**src/rtl/counter_updown_param.sv**
```systemverilog
// Parametrised up/down modulo counter with enable prescaler, clamped load, wrap/saturate and sticky overflow.
// out/ovf update one edge after a tick or load; tick, tc and carry are same-cycle combinational.
module counter_updown_param #(
   parameter int WIDTH    = 4,
   parameter int MODULUS  = 16,
   parameter int PRESCALE = 1
) (
   input  logic             clk,
   input  logic             rst,
   input  logic             en,
   input  logic             up,
   input  logic             load,
   input  logic [WIDTH-1:0] load_val,
   input  logic             sat_mode,
   input  logic             clr_ovf,
   output logic [WIDTH-1:0] out,
   output logic             tick,
   output logic             tc,
   output logic             carry,
   output logic             ovf
);

   localparam int             PW       = (PRESCALE > 1) ? $clog2(PRESCALE) : 1;
   localparam logic [WIDTH:0] MOD_EXT  = (WIDTH+1)'(MODULUS);
   localparam logic [WIDTH-1:0] MAX_VAL = WIDTH'(MODULUS - 1);
   localparam logic [PW-1:0]  PRE_LAST = PW'(PRESCALE - 1);

   logic [WIDTH-1:0] r_cnt;
   logic [PW-1:0]    r_pre;
   logic             r_ovf;

   logic             w_at_max;
   logic             w_at_zero;
   logic             w_tc;
   logic             w_tick;
   logic [WIDTH-1:0] w_load_val;
   logic [WIDTH-1:0] w_next;

   assign w_at_max   = (r_cnt == MAX_VAL);
   assign w_at_zero  = (r_cnt == '0);
   assign w_tc       = up ? w_at_max : w_at_zero;
   assign w_tick     = en & ~load & (r_pre == PRE_LAST) & rst;
   // Extra MSB lets MODULUS = 2^WIDTH compare without overflow.
   assign w_load_val = ({1'b0, load_val} >= MOD_EXT) ? MAX_VAL : load_val;

   always_comb begin
      w_next = r_cnt;
      if (w_tc) begin
         if (!sat_mode) w_next = up ? '0 : MAX_VAL;
      end else begin
         w_next = up ? (r_cnt + 1'b1) : (r_cnt - 1'b1);
      end
   end

   always_ff @(posedge clk) begin
      if (!rst) begin
         r_cnt <= '0;
         r_pre <= '0;
         r_ovf <= 1'b0;
      end else begin
         if (load) begin
            r_cnt <= w_load_val;
            r_pre <= '0;
         end else if (en) begin
            r_pre <= (r_pre == PRE_LAST) ? '0 : (r_pre + 1'b1);
            if (w_tick) r_cnt <= w_next;
         end
         // A bound-crossing step beats a concurrent clear.
         if (w_tick && w_tc) r_ovf <= 1'b1;
         else if (clr_ovf)   r_ovf <= 1'b0;
      end
   end

   assign out   = r_cnt;
   assign tick  = w_tick;
   assign tc    = w_tc;
   assign carry = w_tick & w_tc;
   assign ovf   = r_ovf;

endmodule

```
**config.mk**
```make
export PLATFORM = sky130hd
export DESIGN_NAME = counter_updown_param
export DESIGN_NICKNAME = d
export VERILOG_FILES = /design/src/rtl/counter_updown_param.sv
export SDC_FILE = /design/constraint.sdc
export NUM_CORES = 1
export LEC_CHECK = 0
export ABC_AREA = 1
export BUFFER_PORTS_ARGS = -buffer_cell sky130_fd_sc_hd__buf_2
export CORE_AREA = 5 5 42 44
export CTS_BUF_LIST = sky130_fd_sc_hd__clkbuf_4 sky130_fd_sc_hd__clkbuf_8 sky130_fd_sc_hd__clkbuf_16
export DETAILED_ROUTE_END_ITERATION = 8
export DIE_AREA = 0 0 47 49
export PLACE_DENSITY = 0.61
export SYNTH_ARGS = -nofsm -noshare
export SYNTH_HDL_FRONTEND = slang
export SYNTH_SLANG_ARGS = --single-unit
export TNS_END_PERCENT = 30
```
**constraint.sdc**
```tcl
create_clock -name clk -period 1.7 [get_ports clk]
set_input_delay 0.17 -clock clk [delete_from_list [all_inputs] [get_ports clk]]
set_output_delay 0.17 -clock clk [all_outputs]
set_load 0.05 [all_outputs]
```
-- Word level (Yosys, flattened, before mapping)
Index checks and enable logic that the tools add are counted.
- add/subtract/negate cells: 3
- equality and inequality tests: 2
- multiplexer cells: 11
- bitwise logic cells: 7
- reductions and logical operators: 7
- operators by type and width (kind ; count):
    4-bit 2-to-1 mux ; 7
    2-bit nonzero test ; 3
    4-bit by 1-bit adder with 4-bit output, second input constant ; 1
    1-bit AND ; 4
    4-bit equality test, second input constant ; 1
    4-bit logical NOT ; 1
    1-bit 2-to-1 mux ; 4
    4-bit by 1-bit subtractor with 4-bit output, second input constant ; 1
    3-bit inequality test, second input constant ; 1
    1-bit NOT ; 3
    3-bit AND reduction ; 1
    2-bit OR reduction ; 1
    1-bit adder, second input constant ; 1
    1-bit logical AND ; 1
- register bits: 6
- word-level logic and storage cells: 33

-- Longest topological paths before layout
- depth in word-level cells: 7
- gate-level depth with buffers: 10
- depth with buffers taken out: 10

-- Least setup slack after synthesis
Ideal clock, no wire load.
- kind: reg2out
- start: register r_cnt[2] (netlist: out[2])
- end: output carry
- data arrival time: 1.646 ns
- data required time: 1.530 ns
- path slack: -0.116 ns
- stages on the path, launching flop included: 7
- buffers on the path: 0
- cell sequence: dfxtp_1 -> inv_1 -> nor2_2 -> nand2_2 -> nand2_4 -> nand2_1 -> inv_1
- longest elaborated chain between the ends: 3
- elaborated cells on any way between the ends: 4
- ends and longest elaborated chain (item ; RTL line ; source):
    start: declaration ; 28 ; logic [WIDTH-1:0] r_cnt;
    start signal: assignment ; 62 ; r_cnt <= w_load_val;
    start signal: assignment ; 66 ; if (w_tick) r_cnt <= w_next;
    4-bit equality test or 4-bit logical NOT (tied branches) ; 39, 40 ;
    1-bit 2-to-1 mux (*) ; 41 ; assign w_tc = up ? w_at_max : w_at_zero;
    via tc ; 18 ; output logic tc,
    1-bit AND (*) ; 77 ; assign carry = w_tick & w_tc;
    end: declaration ; 19 ; output logic carry,
Mark *: on every way through the listed nets, which the timed path passes. The rest lies on a longest branch.

-- Worst setup path after layout
- start: register r_cnt[0] (netlist: out[0])
- end: output carry
- longest elaborated chain between the ends: 3
- elaborated cells on any way between the ends: 4
- ends and longest elaborated chain (item ; RTL line):
    4-bit equality test or 4-bit logical NOT (tied branches) ; 39, 40
    1-bit 2-to-1 mux (*) ; 41
    1-bit AND (*) ; 77
Mark *: on every way between the ends. The rest lies on a longest branch, timed or not.

==> run_results.csv <==
group,metric,value,unit
pwr,powerDensity,784,nW/um^2
timing,drv_slew,0,
final_layout,final_cells,121,
final_layout,final_nets,120,
critical_path,worstSetupStartpointType,"flop",
clock_tree,cts_buffers,3,
timing,fmax,658,MHz
final_layout,area_growth,30.5,%
synth,synth_cell_types,13,
critical_path,crit_slowest_cell,"dfxtp_2",
final_layout,final_common_cell,"nor2_1",
timing,timing.final.crit_share,89.3,%
place,post-place-ws,0.342,ns
timing,rsz0062_at_grt,"no",
clock_tree,htreeDepth,1,
clock_tree,cts_root_buf,"clkbuf_4",
floorplanning,die_area,2300,um^2
synth,synth_area_per_cell,5.73,um^2
hold_path,hold_path_class,"in2reg",
place,portBuffers,18,
timing,hold_viol_final,0,
detailed_routing,antenna_left,0,
grt,grt_antenna_before_repair,0,
timing,fin_crit,1.52,ns
floorplanning,pin_count,19,
synth,ys_warn_count,0,
synth,ys_seq_area_share,21.1,%
critical_path,path_max_fanout,8,
detailed_routing,dr_wl_met2,520,um
clock_tree,post_cts.repair.setup_buffers,0,
grt,grt_pass1_vias,456,
timing,setup_viol,0,
timing,finClkSkew,0.000914,ns
grt,grt_max_degree,9,
clock_tree,cts_tree,"yes",
synth,syn_area,475,um^2
critical_path,reg2reg_depth,9,
timing,whs,0.176,ns
clock_tree,hold_buffers,0,
final_layout,multi_input_area,319,um^2
detailed_routing,viasPerCell,4.30,
final_layout,fillers,167,
place,gp_congestion,0.777,
flow_run,maxCapViolations,0,
critical_path,path_cells,"nand2_2 -> nor2_2 -> nand2_2 -> nand2_4 -> nand2_1 -> inv_1 -> buf_2",
run_status,status,"complete, no violations",
synth,ys_ff_latch,5,
critical_path,arrival,1.35,ns
detailed_routing,drtIter0Drc,2,
detailed_routing,wl,1.08,mm
critical_path,cp_slowest_stage_delay,0.41,ns
pwr,leakagePower,0.385,nW
detailed_routing,top_layer,"met3",
clock_tree,clk_latency,0.24,ns
pwr,power.total,0.487,mW
synth,synthCells,83,
critical_path,path_common_cell,"nand2_2",
detailed_routing,wl_per_cell,8.93,um
critical_path,required,1.53,ns
critical_path,worstReg2RegEnd,"out[2]$_SDFFE_PN0P_",
floorplanning,start_util,33.9,%
floorplanning,placementRows,14,
place,dp_hpwl,908,um
final_layout,diodes,0,
floorplanning,coreArea,1400,um^2
timing,worst_slew_pin_slew,0.253,ns
detailed_routing,first_pass_iters,4,
grt,gr-total-overflow,0,
critical_path,regToRegSetupSlack,0.37,ns
grt,grt_pass1_wl,1.84,mm
timing,fin_setup_tns,0,ns
critical_path,crit_path_end,"carry",
final_layout,seq_area,105,um^2
clock_tree,cts_max_path_buffers,2,
detailed_routing,wl_met3,72,um
critical_path,worst-path-buf-inv,2,
detailed_routing,drc,0,
final_layout,layout_common_cells,"24 x nor2_1, 19 x nand2_1, 18 x buf_2",
critical_path,worst-setup-path-type,"reg2out",
detailed_routing,met1_length,488,um
floorplanning,die_h,49,um
critical_path,cpLargestDelayFamily,"flip-flops",
critical_path,crit_cells,7,
critical_path,r2r-start,"out[0]$_SDFFE_PN0P_",
timing,slew_headroom,83.2,%
timing,setup_ws,0.181,ns
place,placedCellCount,117,
synth,synth_nets,97,
clock_tree,clk_pin_slew,0.04,ns
clock_tree,clkSinkCount,5,
detailed_routing,vias,520,
critical_path,cp-startpoint,"out[0]$_SDFFE_PN0P_",
pwr,ir_drop,0.000500,V
critical_path,worstSetupEndpointType,"primary output",
grt,grt_use_total,10.9,%
final_layout,drive_gt1_share,31.4,%
clock_tree,post_cts_resized,0,
floorplanning,die_x,47,um
-- cell families after synthesis --
| group | Yosys count | share of synthesized area, % |
|---|---|---|
| compound gates | 5 | 5.26 |
| flops | 5 | 21.1 |
| simple gates | 55 | 52.4 |
| buf+inv | 15 | 11.8 |
| fa+ha+maj | 3 | 9.47 |
-- through the flow --
step,utilization [%],area (um^2)
after floorplan,-,480
after global placement,42.1,591
after detailed placement,42.1,591
after CTS,44.3,621
after global routing,44.3,621
final,44.3,621
-- layer usage --
| metal | up-vias | GRT usage (%) |
|---|---|---|
| met5 | - | 0 |
| met3 | 0 | 6.64 |
| li1 | 295 | - |
| met2 | 10 | 17.2 |
| met4 | 0 | 1.38 |
| met1 | 215 | 12.6 |
-- worst min path at each step --
stage / start / slack (ns) / cells past startpoint / endpoint
final: clr_ovf / 0.18 / 4 / ovf$_SDFFE_PN0P_
after global routing: rst / 0.21 / 3 / out[2]$_SDFFE_PN0P_
after CTS: clr_ovf / 0.17 / 4 / ovf$_SDFFE_PN0P_
after detailed placement: clr_ovf / 0.42 / 4 / ovf$_SDFFE_PN0P_
after global placement: clr_ovf / 0.42 / 4 / ovf$_SDFFE_PN0P_
after floorplan: rst / 0.28 / 2 / out[1]$_SDFFE_PN0P_
-- synth_stat cells --
master	n	share of area [%]
nand2_1	19	15
nand3_1	5	5.3
nand3_2	1	2.1
fa_1	1	4.2
nand2_2	2	2.6
nor2_1	24	19
nand2_4	3	7.1
nor2_2	1	1.3
dfxtp_1	5	21
inv_1	15	12
ha_1	2	5.3
a21oi_1	4	4.2
o21ai_0	1	1.1
-- sequential cells by signal, summed over array words and instances (netlist names) --
name / count
ovf: 1
out: 4
-- final cells by class --
cell class              count  area share [%]
multi-input cells          63            51.4
flip-flops and latches      5            16.9
repair buffers             18            14.5
inverters                  15            9.07
clock buffers               4            4.84
well taps                  16            3.23
-- power by group --
| part | internal, mW | switching [mW] | total [mW] |
|---|---|---|---|
| combinational | 0.0609 | 0.128 | 0.189 |
| sequential | 0.131 | 0.0168 | 0.147 |
| clock | 0.104 | 0.0457 | 0.150 |
| total | 0.296 | 0.191 | 0.487 |
-- worst reg2reg max path, stage by stage (launching register included) --
cell     delay, ns
dfxtp_2       0.36
fa_1          0.41
inv_1         0.06
nand2_1       0.04
nand2_1       0.05
nor2_1        0.04
nor2_1        0.08
nor2_1        0.05
nor2_1        0.08
nor2_1        0.05
Power figures use the tool's default switching activity.
